**src/rtl/hazard_flush_ctrl_if.sv**
```systemverilog
// Hazard/flush control bundle between the EX/ID hazard sources and the pipeline registers.
// The controller drives through modport master; the pipeline side uses modport slave.
interface hazard_flush_ctrl_if #(
  parameter int CNT_W = 16
);
  logic             memreadE;
  logic [4:0]       rdE;
  logic [4:0]       rs1D;
  logic [4:0]       rs2D;
  logic             usesrs2D;
  logic             branchE;
  logic             takenE;
  logic             jumpE;
  logic [31:0]      targetE;
  logic             mem_busy;
  logic             stallF;
  logic             stallD;
  logic             stallE;
  logic             stallM;
  logic             flushD;
  logic             flushE;
  logic             pc_redirect;
  logic [31:0]      pc_target;
  logic             wait_timeout;
  logic [CNT_W-1:0] stall_cnt;
  logic [CNT_W-1:0] flush_cnt;

  modport master (
    input  memreadE, rdE, rs1D, rs2D, usesrs2D, branchE, takenE, jumpE, targetE, mem_busy,
    output stallF, stallD, stallE, stallM, flushD, flushE, pc_redirect, pc_target,
           wait_timeout, stall_cnt, flush_cnt
  );

  modport slave (
    output memreadE, rdE, rs1D, rs2D, usesrs2D, branchE, takenE, jumpE, targetE, mem_busy,
    input  stallF, stallD, stallE, stallM, flushD, flushE, pc_redirect, pc_target,
           wait_timeout, stall_cnt, flush_cnt
  );
endinterface

```
**src/rtl/hazard_flush_ctrl.sv**
```systemverilog
// Hazard/flush controller for the 5-stage pipeline: freeze > redirect > load-use bubble.
// Define HAZARD_PERF_EN to build the saturating stall/flush performance counters.
module hazard_flush_ctrl #(
  parameter int MAX_WAIT = 16,
  parameter int CNT_W    = 16
) (
  input  logic                 clk,
  input  logic                 rst,
  hazard_flush_ctrl_if.master  hz
);

  typedef enum logic {RUN = 1'b0, MEM_WAIT = 1'b1} state_t;

  localparam logic [15:0] MAX_W = 16'(MAX_WAIT);

  state_t      state_q, state_d;
  logic [15:0] wait_cnt_q, wait_cnt_d;
  logic        timeout_q, timeout_d;
  logic [15:0] wait_base;
  logic        redirect;
  logic        loaduse;
  logic        stall_f, stall_d, stall_e, stall_m;
  logic        flush_d, flush_e, redir;
  logic [31:0] target;

  always_ff @(posedge clk or negedge rst) begin
    if (!rst) begin
      state_q    <= RUN;
      wait_cnt_q <= '0;
      timeout_q  <= 1'b0;
    end else begin
      state_q    <= state_d;
      wait_cnt_q <= wait_cnt_d;
      timeout_q  <= timeout_d;
    end
  end

  always_comb begin
    state_d = hz.mem_busy ? MEM_WAIT : RUN;
    stall_f = 1'b0;
    stall_d = 1'b0;
    stall_e = 1'b0;
    stall_m = 1'b0;
    flush_d = 1'b0;
    flush_e = 1'b0;
    redir   = 1'b0;
    target  = '0;

    redirect = (hz.branchE & hz.takenE) | hz.jumpE;
    loaduse  = hz.memreadE & (hz.rdE != 5'd0) &
               ((hz.rdE == hz.rs1D) | (hz.usesrs2D & (hz.rdE == hz.rs2D)));

    // Outputs are gated by reset so they fall with rst, not at the next edge.
    if (!rst) begin
      stall_f = 1'b0;
    end else if (hz.mem_busy) begin
      // The branch/jump simply waits in EX and redirects once memory is ready.
      stall_f = 1'b1;
      stall_d = 1'b1;
      stall_e = 1'b1;
      stall_m = 1'b1;
    end else if (redirect) begin
      flush_d = 1'b1;
      flush_e = 1'b1;
      redir   = 1'b1;
      target  = hz.targetE;
    end else if (loaduse) begin
      stall_f = 1'b1;
      stall_d = 1'b1;
      flush_e = 1'b1;
    end

    // Leaving MEM_WAIT implies the run of busy cycles restarted from zero.
    wait_base = (state_q == MEM_WAIT) ? wait_cnt_q : 16'd0;
    if (hz.mem_busy) begin
      wait_cnt_d = (wait_base == MAX_W) ? wait_base : wait_base + 16'd1;
    end else begin
      wait_cnt_d = 16'd0;
    end
    timeout_d = timeout_q | (hz.mem_busy & (wait_base == MAX_W - 16'd1));
  end

  assign hz.stallF       = stall_f;
  assign hz.stallD       = stall_d;
  assign hz.stallE       = stall_e;
  assign hz.stallM       = stall_m;
  assign hz.flushD       = flush_d;
  assign hz.flushE       = flush_e;
  assign hz.pc_redirect  = redir;
  assign hz.pc_target    = target;
  assign hz.wait_timeout = timeout_q;

`ifdef HAZARD_PERF_EN
  logic [CNT_W-1:0] stall_cnt_q, stall_cnt_d;
  logic [CNT_W-1:0] flush_cnt_q, flush_cnt_d;

  always_comb begin
    stall_cnt_d = stall_cnt_q;
    flush_cnt_d = flush_cnt_q;
    if (stall_f && (stall_cnt_q != {CNT_W{1'b1}})) begin
      stall_cnt_d = stall_cnt_q + 1'b1;
    end
    if (redir && (flush_cnt_q != {CNT_W{1'b1}})) begin
      flush_cnt_d = flush_cnt_q + 1'b1;
    end
  end

  always_ff @(posedge clk or negedge rst) begin
    if (!rst) begin
      stall_cnt_q <= '0;
      flush_cnt_q <= '0;
    end else begin
      stall_cnt_q <= stall_cnt_d;
      flush_cnt_q <= flush_cnt_d;
    end
  end

  assign hz.stall_cnt = stall_cnt_q;
  assign hz.flush_cnt = flush_cnt_q;
`else
  assign hz.stall_cnt = {CNT_W{1'b0}};
  assign hz.flush_cnt = {CNT_W{1'b0}};
`endif

endmodule

```
**src/flat_wrapper.sv**
```systemverilog
// flat-port wrapper written by rule: the top's interface ports become plain ports
module hazard_flush_ctrl_flat 
#(
  parameter int MAX_WAIT = 16,
  parameter int CNT_W    = 16
)
  (clk, rst, hz_memreadE, hz_rdE, hz_rs1D, hz_rs2D, hz_usesrs2D, hz_branchE, hz_takenE, hz_jumpE, hz_targetE, hz_mem_busy, hz_stallF, hz_stallD, hz_stallE, hz_stallM, hz_flushD, hz_flushE, hz_pc_redirect, hz_pc_target, hz_wait_timeout, hz_stall_cnt, hz_flush_cnt);
  hazard_flush_ctrl_if #(.CNT_W(CNT_W)) hz_i ();
  input  logic clk;
  input  logic rst;
  input wire logic [$bits(hz_i.memreadE)-1:0] hz_memreadE;
  input wire logic [$bits(hz_i.rdE)-1:0] hz_rdE;
  input wire logic [$bits(hz_i.rs1D)-1:0] hz_rs1D;
  input wire logic [$bits(hz_i.rs2D)-1:0] hz_rs2D;
  input wire logic [$bits(hz_i.usesrs2D)-1:0] hz_usesrs2D;
  input wire logic [$bits(hz_i.branchE)-1:0] hz_branchE;
  input wire logic [$bits(hz_i.takenE)-1:0] hz_takenE;
  input wire logic [$bits(hz_i.jumpE)-1:0] hz_jumpE;
  input wire logic [$bits(hz_i.targetE)-1:0] hz_targetE;
  input wire logic [$bits(hz_i.mem_busy)-1:0] hz_mem_busy;
  output wire logic [$bits(hz_i.stallF)-1:0] hz_stallF;
  output wire logic [$bits(hz_i.stallD)-1:0] hz_stallD;
  output wire logic [$bits(hz_i.stallE)-1:0] hz_stallE;
  output wire logic [$bits(hz_i.stallM)-1:0] hz_stallM;
  output wire logic [$bits(hz_i.flushD)-1:0] hz_flushD;
  output wire logic [$bits(hz_i.flushE)-1:0] hz_flushE;
  output wire logic [$bits(hz_i.pc_redirect)-1:0] hz_pc_redirect;
  output wire logic [$bits(hz_i.pc_target)-1:0] hz_pc_target;
  output wire logic [$bits(hz_i.wait_timeout)-1:0] hz_wait_timeout;
  output wire logic [$bits(hz_i.stall_cnt)-1:0] hz_stall_cnt;
  output wire logic [$bits(hz_i.flush_cnt)-1:0] hz_flush_cnt;
  assign hz_i.memreadE = hz_memreadE;
  assign hz_i.rdE = hz_rdE;
  assign hz_i.rs1D = hz_rs1D;
  assign hz_i.rs2D = hz_rs2D;
  assign hz_i.usesrs2D = hz_usesrs2D;
  assign hz_i.branchE = hz_branchE;
  assign hz_i.takenE = hz_takenE;
  assign hz_i.jumpE = hz_jumpE;
  assign hz_i.targetE = hz_targetE;
  assign hz_i.mem_busy = hz_mem_busy;
  assign hz_stallF = hz_i.stallF;
  assign hz_stallD = hz_i.stallD;
  assign hz_stallE = hz_i.stallE;
  assign hz_stallM = hz_i.stallM;
  assign hz_flushD = hz_i.flushD;
  assign hz_flushE = hz_i.flushE;
  assign hz_pc_redirect = hz_i.pc_redirect;
  assign hz_pc_target = hz_i.pc_target;
  assign hz_wait_timeout = hz_i.wait_timeout;
  assign hz_stall_cnt = hz_i.stall_cnt;
  assign hz_flush_cnt = hz_i.flush_cnt;
  hazard_flush_ctrl #(.MAX_WAIT(MAX_WAIT), .CNT_W(CNT_W)) u_core (.clk(clk), .rst(rst), .hz(hz_i));
endmodule
```
**config.mk**
```make
export PLATFORM = sky130hd
export DESIGN_NAME = hazard_flush_ctrl_flat
export DESIGN_NICKNAME = d
export VERILOG_FILES = /design/src/rtl/hazard_flush_ctrl_if.sv /design/src/rtl/hazard_flush_ctrl.sv /design/src/flat_wrapper.sv
export SDC_FILE = /design/constraint.sdc
export NUM_CORES = 1
export LEC_CHECK = 0
export ABC_AREA = 1
export ABC_CLOCK_PERIOD_IN_PS = 1800
export CAP_MARGIN = 25
export CORE_UTILIZATION = 35
export DETAILED_ROUTE_END_ITERATION = 6
export HOLD_SLACK_MARGIN = 0.1
export PLACE_DENSITY = 0.83
export SLEW_MARGIN = 0
export SYNTH_ARGS = -nofsm -noshare
export SYNTH_HDL_FRONTEND = slang
export SYNTH_SLANG_ARGS = --single-unit
```
**constraint.sdc**
```tcl
create_clock -name clk -period 1.8 [get_ports clk]
set_input_delay 0.45 -clock clk [delete_from_list [all_inputs] [get_ports clk]]
set_output_delay 0.45 -clock clk [all_outputs]
set_load 0.01 [all_outputs]
```
==> results.md <==
| Group | Parameter | Value |
|:---|:---|:---|
| detailed routing | First-pass iteration count of the detailed router | 5 |
| final layout | Number of diodes | 0 |
| grt | Initial antenna violation count | 0 |
| logic synthesis | Cell Area, Synth | 1950 sq um |
| sta | Share of the clock period used by the worst path | 1.02 |
| floorplan | Effective utilization at floorplan | 0.373 |
| clock network | Htree depth | 1 |
| setup path | Most frequent cell on the critical path | sky130_fd_sc_hd__buf_6 |
| detailed routing | Vias after detailed routing | 2183 |
| clock network | Clock slew at the register clock pins of the worst setup and hold paths | 0.07 ns |
| logic synthesis | Flip-flop and latch count after synthesis | 18 |
| placed design | Placed Cells incl. Taps | 487 |
| detailed routing | Residual DRC count | 0 |
| clock network | Clock root buffer | sky130_fd_sc_hd__clkbuf_8 |
| logic synthesis | Cells after synthesis | 328 |
| grt | Pin count of the biggest net entering global routing | 16 |
| setup path | Kind of capture point of the worst setup path | output port |
| setup path | Arrival @ worst endpoint | 1.38 ns |
| floorplan | Number of placement rows | 26 |
| floorplan | Die area | 5890 sq um |
| outcome | Violations in the final reports | setup timing |
| sta | Final WS setup | -0.0342 ns |
| setup path | Critical path's slowest cell | sky130_fd_sc_hd__clkdlybuf4s50_1 |
| clock network | Number of buffers inserted during clock tree synthesis | 3 |
| sta | Count of final setup violators | 3 |
| grt | Total global routing overflow | 0 |
| setup path | Crit-path max cell delay | 0.45 ns |
| clock network | Maximum root-to-sink buffer count | 2 |
| logic synthesis | Yosys warning count | 0 |
| logic synthesis | Share of synthesized registers carrying an async set or reset | 1.00 |
| grt | Wire length of the first global-routing pass | 9.40 mm |
| detailed routing | Routed wirelength normalized by instance count | 11.8 microns |
| detailed routing | Number of DRC violations after detailed-routing iteration 0 | 119 |
| clock network | Sinks on Clock Net | 18 |
| floorplan | Area inside the core boundary | 5240 sq um |
| setup path | Cell class contributing the biggest share of worst-path delay | buffers and inverters |
| final layout | Final standard cell utilization of the core | 0.570 |
| setup path | Max FO, Critical Path | 2 |
| logic synthesis | Ranking of synthesized cells by area | sky130_fd_sc_hd__dfrtp_1 (23%), sky130_fd_sc_hd__buf_4 (13%), sky130_fd_sc_hd__nand2_1 (13%) |
| final layout | Final standard cell count with taps included and fillers excluded | 505 |
| logic synthesis | Synthesized area per cell | 5.96 sq um |
| min path | Worst Min Path Start | u_core.hz.wait_timeout |
| final layout | Syn-to-layout area delta | 52.8% |
| floorplan | I/O pin count | 127 |
| clock network | Clk Latency, worst-skew pair | 0.26 ns |
| setup path | Kind of start point of the critical path | input port |
| power and ir drop | Overall power after layout | 1160 uW |
| setup path | Endpoint required time on the critical path | 1.35 ns |
| setup path | Worst Reg-to-Reg Cells | 9 |
| outcome | Result of the run | finished, violations left |
| detailed routing | Antenna-violating nets left | 0 |
| sta | Final slew viol count | 0 |
| setup path | RR Startpoint | u_core.state_q |
| setup path | Critical path buffers and inverters | 4 |
| grt | GR Util All Layers | 0.196 |
| min path | Hold Path Sink | u_core.hz.wait_timeout |
| clock network | Clock tree from TritonCTS | built |
| detailed routing | Via-to-Cell Ratio | 4.32 |
| min path | Path type of the worst min-delay path | reg2reg |
| sta | Max frequency | 0.545 GHz |
| logic synthesis | Post-synth EDFFs | 0 |
| placed design | DP Worst Slack | -0.807 ns |
| logic synthesis | Library cells used by synthesis | 26 |
| min path | Cells on Worst Hold Path | 1 |
| setup path | Cell breakdown of the critical path | clkdlybuf4s50_1, o21ai_1, inv_1, buf_6, nand3_4, nand2_2, buf_6 |
| power and ir drop | PD cells | 388 nW/um^2 |
| power and ir drop | Peak ir drop on the vdd network | 304 uV |
| floorplan | Horizontal die dimension | 76.7 microns |
| logic synthesis | Most frequent cells after synthesis | sky130_fd_sc_hd__nand2_1 (69), sky130_fd_sc_hd__inv_1 (67), sky130_fd_sc_hd__nor2_1 (65) |
| sta | Hold violation count in the final report | 0 |
| final layout | Fraction of layout instances using a drive strength above 1 | 0.294 |
| setup path | Worst setup path category | in2out |
| logic synthesis | Library cell occupying the most area in the post-synthesis netlist | sky130_fd_sc_hd__dfrtp_1 |
| placed design | Detailed Place HPWL | 4.35 mm |
| floorplan | Die H | 76.7 microns |
| power and ir drop | Pleak | 0.00180 uW |
| detailed routing | Final Routed Wirelength | 5.96 mm |
| setup path | Endpoint of the most critical register-to-register path | u_core.wait_cnt_q[14] |
| sta | Worst Skew | 0.00401 ns |
| logic synthesis | Post-synth top flop | sky130_fd_sc_hd__dfrtp_1 |
| logic synthesis | Area fraction of the dominant cell type after synthesis | 0.230 |
| sta | RSZ-0062 raised after global routing | true |
| grt | Vias in the first global route | 2171 |
| sta | Crit path time final | 1.83 ns |
| run | Max-cap violations | 0 |
| setup path | FF-to-FF setup slack | 0.11 ns |
| final layout | # nets final | 493 |
| sta | Remaining max-slew budget at the tightest pin | 0.615 |
| sta | Measured slew at the worst slew-check pin | 0.575 ns |
| logic synthesis | Most numerous cell in the Yosys netlist | sky130_fd_sc_hd__nand2_1 |
| placed design | Count of buffers from port buffering | 94 |
| logic synthesis | Share of synthesized area occupied by flip-flops and latches | 0.230 |
| placed design | Final weighted congestion in routability-driven placement | 0.862 |
==> where the power goes <==
part           total [uW]  switching, uW  internal (uW)
combinational         401            199            202
clock                 347            152            195
sequential            412           3.87            408
total                1160            355            805
==> metrics by stage <==
step / hold WS, ns / setup TNS (ns) / instance area, sq um
floorplan: 0.154 / 0 / 2070
global placement: 0.467 / -28.26 / 2850
detailed placement: 0.473 / -29.30 / 2850
CTS: 0.488 / -0.0450 / 2940
global route: 0.502 / -0.267 / 2990
finish: 0.483 / -0.0398 / 2990
==> area by class of cell <==
class,count,area (sq um)
Inverter,71,267
Timing Repair Buffer,113,972
Clock buffer,4,55.1
Tap cell,70,87.6
Multi-Input combinational cell,229,1150
Sequential cell,18,452
Fill cell,480,2250
==> timing repair <==
| action | 4_1_cts | 5_1_grt |
|---|---|---|
| hold buffers | 2 | 0 |
| endpoints found under the hold margin | 6 | 0 |
| setup buffers | 8 | 2 |
| setup endpoints to repair | 39 | 18 |
| gates resized for setup | 241 | 34 |
| cloned | 3 | 0 |
| pin swaps | 21 | 18 |
==> layout by cell type (no fill, tap or decap), drive strengths merged <==
cell type,instances
nand2,77
nor2,72
inv,71
buf,66
clkdlybuf4s50,34
conb,32
nand3,19
dfrtp,18
clkbuf,10
a21oi,8
o21ai,5
nor3,4
nand4,4
dlygate4sd2,3
xor2,2
ha,2
dlygate4sd3,2
clkdlybuf4s15,2
and2,1
nor3b,1
o21bai,1
xnor2,1
==> cell families after synthesis <==
family / after synthesis / synth area share
simple gates: 178 / 0.412
flops: 18 / 0.230
xor+xnor: 3 / 0.0134
other cells: 1 / 0.00192
compound gates: 14 / 0.0371
buf+inv: 112 / 0.292
fa+ha+maj: 2 / 0.0128
==> per-layer routing <==
layer	global-route usage	vias to the layer above	share of wire
met3	0.0262	10	0.067
met5	0	-	0
met2	0.387	93	0.54
met1	0.211	975	0.37
met4	0.0596	0	0.016
li1	-	1105	-
==> sequential cells by signal (all words and copies together) (netlist names) <==
register and count:
u_core.state_q 1, u_core.hz.wait_timeout 1, u_core.wait_cnt_q 16
==> worst max-delay path by stage <==
stage,from,end,slack (ns),depth (start not counted)
CTS,hz_memreadE,hz_flushE,-0.05,7
finish,hz_memreadE,hz_flushE,-0.03,7
global placement,rst,hz_pc_target[17],-0.78,7
detailed placement,rst,hz_pc_target[17],-0.81,7
global route,hz_memreadE,hz_flushE,-0.06,7
floorplan,hz_branchE,hz_pc_redirect,0.006,6
Note: power is estimated with default switching activity, not from simulation.
==> RTL change (same settings) <==
`CNT_W` is set to 16 in 3 places; all go to 24.
--- a/src/rtl/hazard_flush_ctrl_if.sv
+++ b/src/rtl/hazard_flush_ctrl_if.sv
@@ -1,7 +1,7 @@
 // Hazard/flush control bundle between the EX/ID hazard sources and the pipeline registers.
 // The controller drives through modport master; the pipeline side uses modport slave.
 interface hazard_flush_ctrl_if #(
-  parameter int CNT_W = 16
+  parameter int CNT_W = 24
 );
   logic             memreadE;
   logic [4:0]       rdE;
--- a/src/rtl/hazard_flush_ctrl.sv
+++ b/src/rtl/hazard_flush_ctrl.sv
@@ -2,7 +2,7 @@
 // Define HAZARD_PERF_EN to build the saturating stall/flush performance counters.
 module hazard_flush_ctrl #(
   parameter int MAX_WAIT = 16,
-  parameter int CNT_W    = 16
+  parameter int CNT_W    = 24
 ) (
   input  logic                 clk,
   input  logic                 rst,
--- a/src/flat_wrapper.sv
+++ b/src/flat_wrapper.sv
@@ -2,7 +2,7 @@
 module hazard_flush_ctrl_flat 
 #(
   parameter int MAX_WAIT = 16,
-  parameter int CNT_W    = 16
+  parameter int CNT_W    = 24
 )
   (clk, rst, hz_memreadE, hz_rdE, hz_rs1D, hz_rs2D, hz_usesrs2D, hz_branchE, hz_takenE, hz_jumpE, hz_targetE, hz_mem_busy, hz_stallF, hz_stallD, hz_stallE, hz_stallM, hz_flushD, hz_flushE, hz_pc_redirect, hz_pc_target, hz_wait_timeout, hz_stall_cnt, hz_flush_cnt);
   hazard_flush_ctrl_if #(.CNT_W(CNT_W)) hz_i ();
Ports: changed (resized hz_flush_cnt and hz_stall_cnt); port bits go from 127 to 143. No check against the original RTL was run, so the function may have changed too.
==> RTL change against the unedited design <==
- via count is 0.14% higher
- worst setup slack gained 57 ps
- sequential cell count did not move
- wire length shrank 8.0%
- synthesized cell count rose by 4.9%
- clock skew up 1.3 ps
- count of clock-buffer cells in the layout is the same
- total power shrank 1.5%
- final area shrank 1.5%
- global-route usage is 1.9 points lower
- synthesized area is 6.1% higher
- register-to-register slack improved by 100 ps
- sequential power about the same
- largest cell class unchanged
- highest routed layer unchanged
==> RTL change: results (changes against the unedited design) <==
DR vias/cell 4.21 (-2.6%); Power Combinational 391 uW (-2%); Worst Hold Class in -> async; RD Place Congestion 0.888 (+3.0%); share of layout cells above drive strength 1 27.1% (-2.4 points); 1st-iter DRT viols 73 (-39%); vias in the first global route 2132 (-1.8%); area post-placement 2920 sq um (+2.7%); Gate Count Post-Synth 344 (+4.9%); Clk pwr share 29.7% (-0.2 points); Buffers on Ports 94 (unchanged); Initial DRT Pass Iterations 4 (-1); first-pass GRT wire length 8970 um (-4.5%); largest net degree at the start of global routing 20 (+4); Synth area leaders dfrtp_1 22%, buf_4 18%, nand2_1 12%, inv_1 12%, nor2_1 12%; Cell Count, Final, Fillers Out 519 (+2.8%); worst vdd ir 0.263 mV (-13%); met1 Use GR 18.3% (-2.8 points); # setup viols final 0 (-3); Total Nets Final 505 (+2.4%); Leak Pwr 0.00182 uW (+1.2%); GR Util met3 3.68% (+1.1 points); final hold slack 96.5 ps (-386 ps); status completed; wire length on met3 419 um (+4.2%); detailed placement HPWL 4330 um (-0.38%); Worst Path Max Fanout 8 (+6); Synth top cells by count 69 x nand2_1, 67 x inv_1, 65 x nor2_1; register area share after synthesis 21.7% (-1.3 points); CTS resizes 221 (-8.3%); critical path arrival 1330 ps (-50 ps); slowest stage delay, CP 150 ps (-300 ps); FILL cells 600 (+25%); pre-CTS setup slack -774 ps (+32.6 ps); Inserted Clock Buffers 3 (unchanged); met2 Usage GRT 35.1% (-3.6 points); Metal-1 WL 1970 um (-12%); skew final 5.35 ps (+1.35 ps); Setup Fix Bufs, Post-CTS 3 (-5); GRT Total Usage 17.7% (-1.9 points); sw power 350 uW (-1.3%); Flop pwr share 36.0% (+0.5 points)
RTL change: changes by cell type in the layout (fill, tap and decap cells not counted), sizes merged:
| cell | delta |
|---|---|
| clkbuf | +5 |
| dlygate4sd3 | -2 |
| clkdlybuf4s50 | -1 |
| clkdlybuf4s15 | +1 |
| conb | +16 |
| buf | -8 |
| dlymetal6s2s | +1 |
RTL change: final timing paths:
check                      slack, ps  cells past startpoint                                to                              from
hold reg to reg                  490                      1  u_core.hz.wait_timeout$_DFF_PN0_  u_core.hz.wait_timeout$_DFF_PN0_
hold / removal                   100                      2   u_core.wait_cnt_q[15]$_DFF_PN0_                               rst
min in group clk                 490                      1  u_core.hz.wait_timeout$_DFF_PN0_  u_core.hz.wait_timeout$_DFF_PN0_
max in group asynchronous       1570                      2    u_core.wait_cnt_q[2]$_DFF_PN0_                               rst
setup / recovery                  20                      7                  hz_pc_target[24]                       hz_mem_busy
setup reg to reg                 210                     11   u_core.wait_cnt_q[14]$_DFF_PN0_          u_core.state_q$_DFF_PN0_
RTL change: cell type report:
| cell class | instances | area, sq um | area share, % |
|---|---|---|---|
| Multi-Input combinational cell | 245 | 1170 | 39.6 |
| Timing Repair Buffer | 109 | 910 | 30.9 |
| Sequential cell | 18 | 450 | 15.3 |
| Inverter | 71 | 272 | 9.23 |
| Tap cell | 72 | 90.1 | 3.06 |
| Clock buffer | 4 | 55.1 | 1.87 |
RTL change: logic make-up (layout without fill, tap and decap cells):
group	count (synthesis)	in the layout	synth area share, %
AOI/OAI and AO/OA	14	14	3.50
xor gates and xnor gates	3	3	1.27
adders and majority gates	2	2	1.21
buffers and inverters	128	184	33.3
DFF	18	18	21.7
other	1	48	0.181
and+or+nand+nor	178	178	38.8
RTL change: worst max-delay path, delay by kind of cell:
kind          cells  cell delay (ps)
simple gates      3              330
buf+inv           4              550
